--- config.mk ---
export PLATFORM = sky130hd
export DESIGN_NAME = day_night_ctrl
export DESIGN_NICKNAME = d
export VERILOG_FILES = /design/src/rtl/daynight_pkg.sv /design/src/rtl/day_night_ctrl.sv
export SDC_FILE = /design/constraint.sdc
export NUM_CORES = 1
export LEC_CHECK = 0
export CORE_MARGIN = 10
export CORE_UTILIZATION = 40
export CTS_BUF_LIST = sky130_fd_sc_hd__clkbuf_16
export DETAILED_ROUTE_END_ITERATION = 10
export GPL_ROUTABILITY_DRIVEN = 0
export SLEW_MARGIN = 20
export SYNTH_ARGS = -nofsm -noshare
export SYNTH_HDL_FRONTEND = slang
export SYNTH_SLANG_ARGS = --single-unit
export TNS_END_PERCENT = 30
--- constraint.sdc ---
create_clock -name Clk -period 3.1 [get_ports Clk]
set_input_delay 0.465 -clock Clk [delete_from_list [all_inputs] [get_ports Clk]]
set_output_delay 0.465 -clock Clk [all_outputs]
set_load 0.05 [all_outputs]
--- src/rtl/daynight_pkg.sv ---
// Shared types and constants for the day/night cycle controller.
package daynight_pkg;

    // Phase encoding is externally visible: DAY=0, DUSK=1, NIGHT=2, DAWN=3.
    typedef enum logic [1:0] {
        DAY   = 2'd0,
        DUSK  = 2'd1,
        NIGHT = 2'd2,
        DAWN  = 2'd3
    } phase_t;

    localparam logic [3:0] FADE_MAX        = 4'd15;
    localparam logic [7:0] NIGHT_COUNT_MAX = 8'd255;

    // Frame counter width: enough bits for the longest phase/step, at least 1.
    function automatic int cnt_width(input int day_frames, input int night_frames,
                                     input int step_frames);
        int longest;
        int w;
        longest = day_frames;
        if (night_frames > longest) longest = night_frames;
        if (step_frames > longest) longest = step_frames;
        w = $clog2(longest);
        return (w < 1) ? 1 : w;
    endfunction

endpackage

--- src/rtl/day_night_ctrl.sv ---
// Day/night cycle controller: counts frames while the game runs and steps
// DAY -> DUSK -> NIGHT -> DAWN, producing the phase, a palette fade level,
// a NIGHT-entry pulse and a saturating night counter.
// Optional debug override enabled by defining DAYNIGHT_FORCE_EN, which adds
// the force_night input.
module day_night_ctrl
    import daynight_pkg::*;
#(
    parameter int DAY_FRAMES   = 1200,
    parameter int NIGHT_FRAMES = 600,
    parameter int STEP_FRAMES  = 4
) (
    input  logic       Clk,
    input  logic       Reset,
    input  logic       frame_tick,
    input  logic       game_run,
`ifdef DAYNIGHT_FORCE_EN
    input  logic       force_night,
`endif
    output logic       isnight,
    output logic       night_start,
    output logic [3:0] fade_level,
    output logic [1:0] phase,
    output logic [7:0] night_count
);

    localparam int CNT_W = cnt_width(DAY_FRAMES, NIGHT_FRAMES, STEP_FRAMES);

    localparam logic [CNT_W-1:0] DAY_LAST   = CNT_W'(DAY_FRAMES - 1);
    localparam logic [CNT_W-1:0] NIGHT_LAST = CNT_W'(NIGHT_FRAMES - 1);
    localparam logic [CNT_W-1:0] STEP_LAST  = CNT_W'(STEP_FRAMES - 1);
    localparam logic [CNT_W-1:0] CNT_ONE    = CNT_W'(1);

    phase_t           phase_q,       phase_d;
    logic [CNT_W-1:0] frame_cnt_q,   frame_cnt_d;
    logic [3:0]       fade_q,        fade_d;
    logic [7:0]       night_count_q, night_count_d;
    logic             night_start_q, night_start_d;
    logic             isnight_q,     isnight_d;

    // Result of one counted tick, before any override is applied.
    phase_t           adv_phase;
    logic [CNT_W-1:0] adv_cnt;
    logic [3:0]       adv_fade;

    logic counted_tick;

`ifdef DAYNIGHT_FORCE_EN
    logic force_q, force_d;
`endif

    // A frame only counts while the game is running.
    assign counted_tick = frame_tick & game_run;

    // Advance the cycle by one counted tick.
    always_comb begin
        // NOTE: every combinational output gets a default first, so no path can infer a latch.
        adv_phase = phase_q;
        adv_cnt   = frame_cnt_q;
        adv_fade  = fade_q;
        if (counted_tick) begin
            unique case (phase_q)
                DAY: begin
                    if (frame_cnt_q == DAY_LAST) begin
                        adv_phase = DUSK;
                        adv_cnt   = '0;
                        adv_fade  = 4'd0;
                    end else begin
                        adv_cnt = frame_cnt_q + CNT_ONE;
                    end
                end
                DUSK: begin
                    if (frame_cnt_q == STEP_LAST) begin
                        adv_cnt  = '0;
                        adv_fade = fade_q + 4'd1;
                        // The step that reaches full night ends DUSK.
                        if (fade_q == FADE_MAX - 4'd1) adv_phase = NIGHT;
                    end else begin
                        adv_cnt = frame_cnt_q + CNT_ONE;
                    end
                end
                NIGHT: begin
                    adv_fade = FADE_MAX;
                    if (frame_cnt_q == NIGHT_LAST) begin
                        adv_phase = DAWN;
                        adv_cnt   = '0;
                    end else begin
                        adv_cnt = frame_cnt_q + CNT_ONE;
                    end
                end
                DAWN: begin
                    if (frame_cnt_q == STEP_LAST) begin
                        adv_cnt  = '0;
                        adv_fade = fade_q - 4'd1;
                        // The step that reaches full day ends DAWN.
                        if (fade_q == 4'd1) adv_phase = DAY;
                    end else begin
                        adv_cnt = frame_cnt_q + CNT_ONE;
                    end
                end
                default: ;
            endcase
        end
    end

    // Apply the debug override, then derive NIGHT-entry side effects.
    always_comb begin
        phase_d       = adv_phase;
        frame_cnt_d   = adv_cnt;
        fade_d        = adv_fade;
        night_count_d = night_count_q;
        night_start_d = 1'b0;

`ifdef DAYNIGHT_FORCE_EN
        force_d = force_night;
        if (force_night) begin
            // Override wins over any counted tick in the same cycle.
            phase_d     = NIGHT;
            fade_d      = FADE_MAX;
            frame_cnt_d = '0;
        end else if (force_q) begin
            // Release of the override starts a fresh DAWN.
            phase_d     = DAWN;
            fade_d      = FADE_MAX;
            frame_cnt_d = '0;
        end
`endif

        // Only a transition into NIGHT pulses, so holding NIGHT never repeats it.
        if (phase_d == NIGHT && phase_q != NIGHT) begin
            night_start_d = 1'b1;
            if (night_count_q != NIGHT_COUNT_MAX) night_count_d = night_count_q + 8'd1;
        end

        isnight_d = (phase_d == NIGHT);
    end

    // State register for the FSM, counters and registered outputs.
    always_ff @(posedge Clk or posedge Reset) begin
        // NOTE: clocked state uses non-blocking assignments only.
        if (Reset) begin
            phase_q       <= DAY;
            frame_cnt_q   <= '0;
            fade_q        <= 4'd0;
            night_count_q <= 8'd0;
            night_start_q <= 1'b0;
            isnight_q     <= 1'b0;
`ifdef DAYNIGHT_FORCE_EN
            force_q       <= 1'b0;
`endif
        end else begin
            phase_q       <= phase_d;
            frame_cnt_q   <= frame_cnt_d;
            fade_q        <= fade_d;
            night_count_q <= night_count_d;
            night_start_q <= night_start_d;
            isnight_q     <= isnight_d;
`ifdef DAYNIGHT_FORCE_EN
            force_q       <= force_d;
`endif
        end
    end

    assign phase       = phase_q;
    assign fade_level  = fade_q;
    assign isnight     = isnight_q;
    assign night_start = night_start_q;
    assign night_count = night_count_q;

endmodule

==> results.json, run 1 <==
{
  "portBuffers": 19,
  "critPathLaunchType": "flip-flop",
  "hold_depth": 1,
  "synth_enable_flop_cells": 0,
  "clock-sinks": 27,
  "worstPathRequired_ps": 3240,
  "dieWidth_um": 81.78,
  "ys_seq_elements": 27,
  "finalPower_uw": 802.7,
  "timing.slew.headroom_pct": 53.45,
  "switchingPower_uw": 209.2,
  "maxCapViolCount": 0,
  "route.detailed.drc": 0,
  "die_area_um2": 6687,
  "maxSlewViolCount": 0,
  "pwr-share-seq_pct": 52.4,
  "layout.nets": 195,
  "antenna_left": 0,
  "routedWlPerCell_um": 13.71,
  "post_cts_resize_count": 0,
  "slowest_stage": "or4_4",
  "fin_crit_ps": 2351,
  "drt_iter0_drc": 50,
  "fmax_mhz": 425.3,
  "clk_latency_ps": 260,
  "setup_viol_count_final": 0,
  "htreeDepth": 1,
  "clk_path_buf_depth": 2,
  "grt_max_degree": 28,
  "via_per_inst": 5.272,
  "dp_cells": 228,
  "grt_pass1_vias": 1216,
  "status": "complete, no violations",
  "slowest_delay_ps": 570,
  "swShare_pct": 26.06,
  "cts_root_buf": "clkbuf_16",
  "rows": 22,
  "crit_path_cell_trace": "or4_4 -> nor4_4 -> nor4b_4 -> mux2_2",
  "skew_ps": 1.966,
  "stdcell_count": 232,
  "cts_tree": "done",
  "ys_seq_area_share_pct": 44.26,
  "pwr-share-comb_pct": 12.1,
  "cp-end-kind": "flip-flop",
  "p_int_uw": 593.6,
  "p_leak_nw": 0.7882,
  "area_delta_synth_final_pct": 20.90,
  "syn_area_um2": 1526,
  "p_per_area_nw_per_um2": 435.0,
  "ir_drop_v": 0.0001757,
  "grt_remaining_overflow": 0,
  "synth_cells": 165,
  "final_cell_mix": "dfrtp_1, nand2_1, nor2_1, clkdlybuf4s50_1, nand3_1",
  "cts_hold_buf": 0,
  "grt_pass1_wl_um": 5416,
  "crit_type": "reg2reg",
  "start_util_pct": 41.38,
  "synth_fp_nets": 175,
  "fin_setup_tns_ps": 0,
  "core_um2": 3689,
  "finalWirelength_um": 3180,
  "clk_pin_slew_ps": 60,
  "yosys.cell_types.count": 34,
  "num_antenna_cells": 0,
  "path_buf_inv": 0,
  "path_delay_family": "simple AND/OR/NAND/NOR gates",
  "critPathArrivalTime_ps": 2500,
  "antenna_found_initial": 0,
  "hp-class": "reg2reg",
  "hpwl_um": 2419,
  "ys.flop_type": "dfrtp_1",
  "io_pins": 20,
  "syn_avg_cell_area_um2": 9.251,
  "ys_async_sr_fraction_pct": 100.0,
  "dr.pass1.iters": 4,
  "grt.total_usage_pct": 10.00,
  "final.fill_count": 360,
  "layout.cells.most_common": "dfrtp_1",
  "vias": 1223,
  "critPathMaxFanout": 8,
  "numCtsBuffers": 3,
  "cts_setup_buffers": 0,
  "p_clk_share_pct": 35.6,
  "die_h_um": 81.78,
  "rsz0062_at_grt": "false",
  "drive_above_1_share_pct": 5.978,
  "period_share_pct": 75.85,
  "path_depth": 4,
  "hold_violations": 0,
  "synth-warning-count": 0,
  "worstMarginPinSlew_ps": 698.3,
  "r2r.worst_path.cells": 4
}
## power by group through the flow
| stage | Combinational, mW | Clock [mW] | Sequential (mW) |
|---|---|---|---|
| 6_report | 0.0969 | 0.286 | 0.420 |
| 4_1_cts | 0.0972 | 0.294 | 0.420 |
| 3_5_place_dp | 0.0971 | 0 | 0.426 |
| 5_1_grt | 0.110 | 0.314 | 0.425 |
| 2_1_floorplan | 0.0915 | 0 | 0.405 |
| 3_3_place_gp | 0.0942 | 0 | 0.424 |
## cell families (layout without fill, tap and decap cells)
| family | after synthesis | in the layout | synth area share (%) |
|---|---|---|---|
| compound gates | 25 | 25 | 9.919 |
| simple gates | 78 | 78 | 28.03 |
| mux | 1 | 1 | 0.7377 |
| flops | 27 | 27 | 44.26 |
| buf+inv | 12 | 31 | 2.951 |
| xor+xnor | 16 | 16 | 9.180 |
| fa+ha+maj | 6 | 6 | 4.918 |
## cells in the mapped netlist (all sizes together) (2+ instances only)
library cell	instances	area share, %
dfrtp	27	44
nand2	21	5.2
nor2	20	5.1
nand3	11	3.6
xnor2	10	5.7
a21oi	8	2.6
inv	7	1.7
o21ai	7	2.3
ha	6	4.9
xor2	6	3.4
clkbuf	5	1.2
nand4	5	2.0
and4	4	2.3
o22ai	3	1.2
a221oi	2	1.1
and2	2	0.82
and3	2	0.82
nor3	2	0.66
nor4b	2	2.1
o22a	2	1.1
or3	2	0.82
## metrics by stage
step	util, %	instance area (µm²)	worst slack, ps	hold WS [ps]
floorplan	-	1526	896.8	481.6
global placement	47.86	1765	778.5	480.6
detailed placement	47.86	1765	677.4	494.5
CTS	50.03	1846	729.0	507.5
global route	50.03	1846	621.4	529.6
finish	50.03	1846	748.5	498.7
## layer usage
metal  wire length, µm  track usage [%]
met1              1412            11.87
met2              1569            17.24
met3               181            3.166
met4                17            2.211
met5                 0                0
## registers in the layout, indices dropped and copies added (netlist names)
| register | count |
|---|---|
| phase | 2 |
| fade_level | 4 |
| isnight | 1 |
| frame_cnt_q | 11 |
| night_start | 1 |
| night_count | 8 |
## final cells by class
| class | count | area, µm² | share of cell area, % |
|---|---|---|---|
| clock buffers | 3 | 75.07 | 4.068 |
| well taps | 48 | 60.06 | 3.254 |
| inverters | 7 | 26.28 | 1.424 |
| repair buffers | 20 | 197.7 | 10.71 |
| flip-flops and latches | 27 | 675.6 | 36.61 |
| clock inverters | 1 | 5.005 | 0.2712 |
| multi-input cells | 126 | 805.8 | 43.66 |
## final timing paths
path | start | end | slack (ps)
max in group asynchronous | Reset | fade_level[2] | 2280
hold / removal | night_count[5] | night_count[5] | 500
setup reg to reg | frame_cnt_q[5] | night_count[1] | 750
min in group asynchronous | Reset | isnight | 560
setup / recovery | frame_cnt_q[5] | night_count[1] | 750
hold reg to reg | night_count[5] | night_count[5] | 500
Power figures use the tool's default switching activity.
==> inputs of run 2 (changes only) <==
==> constraint.sdc (replaced) <==
create_clock -name Clk -period 2.15 [get_ports Clk]
set_input_delay 0.3225 -clock Clk [delete_from_list [all_inputs] [get_ports Clk]]
set_output_delay 0.3225 -clock Clk [all_outputs]
set_load 0.05 [all_outputs]
==> run 2 against run 1 <==
Die area unchanged; sequential power increased by 37%; largest power group unchanged; global-route usage increased by 0.82 points.
==> results.json, run 2 (synthesis gave the netlist of run 1 again) <==
{
  "post_cts_resize_count": 0,
  "hpwl_um": 2509,
  "period_share_pct": 93.21,
  "routedWlPerCell_um": 13.61,
  "layout.nets": 210,
  "clk_pin_slew_ps": 70,
  "worstPathRequired_ps": 1830,
  "crit_type": "reg2out",
  "clk_path_buf_depth": 2,
  "hp-class": "in2async",
  "largest_register": "frame_cnt_q",
  "worstMarginPinSlew_ps": 570.9,
  "vias": 1278,
  "antenna_left": 0,
  "drt_iter0_drc": 56,
  "p_int_uw": 896.5,
  "via_per_inst": 5.174,
  "path_buf_inv": 1,
  "grt_max_degree": 28,
  "route.detailed.drc": 0,
  "path_delay_family": "buffers and inverters",
  "clock-sinks": 27,
  "maxCapViolCount": 0,
  "critPathMaxFanout": 11,
  "crit_path_cell_trace": "clkdlybuf4s50_1",
  "grt_pass1_vias": 1262,
  "cts_hold_buf": 0,
  "skew_ps": 4.549,
  "cts_root_buf": "clkbuf_16",
  "rsz0062_at_grt": "false",
  "swShare_pct": 26.56,
  "htreeDepth": 1,
  "r2r-start": "frame_cnt_q[7]",
  "io_pins": 20,
  "timing.slew.headroom_pct": 61.94,
  "r2r-end": "fade_level[3]",
  "setup_viol_count_final": 0,
  "final_cell_mix": "dfrtp_1, nand2_1, nor2_1, clkdlybuf4s50_1, buf_4",
  "pwr-share-comb_pct": 17.9,
  "area_delta_synth_final_pct": 28.28,
  "drive_above_1_share_pct": 13.57,
  "cts_tree": "done",
  "slowest_delay_ps": 870,
  "dr.pass1.iters": 5,
  "grt_pass1_wl_um": 5858,
  "finalWirelength_um": 3361,
  "die_area_um2": 6687,
  "fin_setup_tns_ps": 0,
  "layout.cells.most_common": "dfrtp_1",
  "antenna_found_initial": 0,
  "critPathLaunchType": "flip-flop",
  "grt_remaining_overflow": 0,
  "switchingPower_uw": 324.2,
  "numCtsBuffers": 3,
  "cp-end-kind": "primary output",
  "fin_crit_ps": 2004,
  "pwr-share-seq_pct": 47.2,
  "dieWidth_um": 81.78,
  "r2r.worst_path.cells": 6,
  "rows": 22,
  "slowest_stage": "clkdlybuf4s50_1",
  "p_leak_nw": 0.8613,
  "hold_violations": 0,
  "portBuffers": 19,
  "fmax_mhz": 499.0,
  "clk_latency_ps": 260,
  "r2r_setup_slack_ps": 150,
  "ir_drop_v": 0.0002706,
  "start_util_pct": 41.38,
  "largest_register_ffs": 11,
  "p_per_area_nw_per_um2": 623.4,
  "final_util_pct": 53.09,
  "maxSlewViolCount": 0,
  "num_antenna_cells": 0,
  "core_um2": 3689,
  "die_h_um": 81.78,
  "status": "complete, no violations",
  "critPathArrivalTime_ps": 1680,
  "p_clk_share_pct": 34.9,
  "grt.total_usage_pct": 10.82
}
==> run 2: final cells by class <==
class,count,area [µm²]
timing repair buffer,35,307.8
inverter,7,26.28
sequential,27,675.6
clock inverter,1,7.507
clock buffer,3,75.07
fill,359,1730
multi-input combinational,126,805.8
tap,48,60.06
==> run 2: how the worst max path moves through the flow <==
stage | slack, ps | from | to | cells past startpoint
floorplan | 70 | frame_cnt_q[5] | night_count[1] | 4
global placement | 100 | frame_cnt_q[7] | night_count[1] | 4
detailed placement | 70 | frame_cnt_q[7] | night_count[1] | 4
CTS | 70 | frame_cnt_q[7] | night_count[1] | 4
global route | 30 | frame_cnt_q[7] | frame_cnt_q[4] | 7
finish | 150 | phase[0] | phase[0] | 1
==> run 2: power by group through the flow <==
| stage | clock, mW | combinational, mW | sequential (mW) |
|---|---|---|---|
| floorplan | 0 | 0.134 | 0.584 |
| global placement | 0 | 0.212 | 0.584 |
| detailed placement | 0 | 0.216 | 0.586 |
| CTS | 0.439 | 0.218 | 0.576 |
| global route | 0.461 | 0.242 | 0.581 |
| finish | 0.427 | 0.218 | 0.576 |
==> run 2: layer usage <==
| layer | track usage (%) | routed length [µm] | vias up | share of wire, % |
|---|---|---|---|---|
| met4 | 3.061 | 13 | 0 | 0.39 |
| met3 | 2.293 | 145 | 2 | 4.3 |
| met1 | 13.27 | 1530 | 615 | 46 |
| met5 | 0 | 0 | - | 0 |
| li1 | - | - | 641 | - |
| met2 | 18.65 | 1672 | 20 | 50 |
==> run 2: tightest hold or removal path, stage by stage <==
cell and delay, ps:
clkdlybuf4s50_1 400, inv_1 50, buf_4 330
==> run 2: through the flow <==
step	hold slack (ps)	cell area, µm²	cells	power (mW)	setup slack [ps]
floorplan	375.2	1526	165	0.7175	65.07
global placement	481.1	1868	242	0.7964	101.1
detailed placement	502.0	1868	242	0.8021	72.57
CTS	442.4	1951	246	1.233	69.07
global route	466.9	1958	247	1.285	26.80
finish	430.0	1958	247	1.221	146.0
==> run 2: what timing repair did <==
item,4_1_cts,5_1_grt
hold endpoints to repair,0,0
buffers inserted,0,1
setup endpoints to repair,0,7
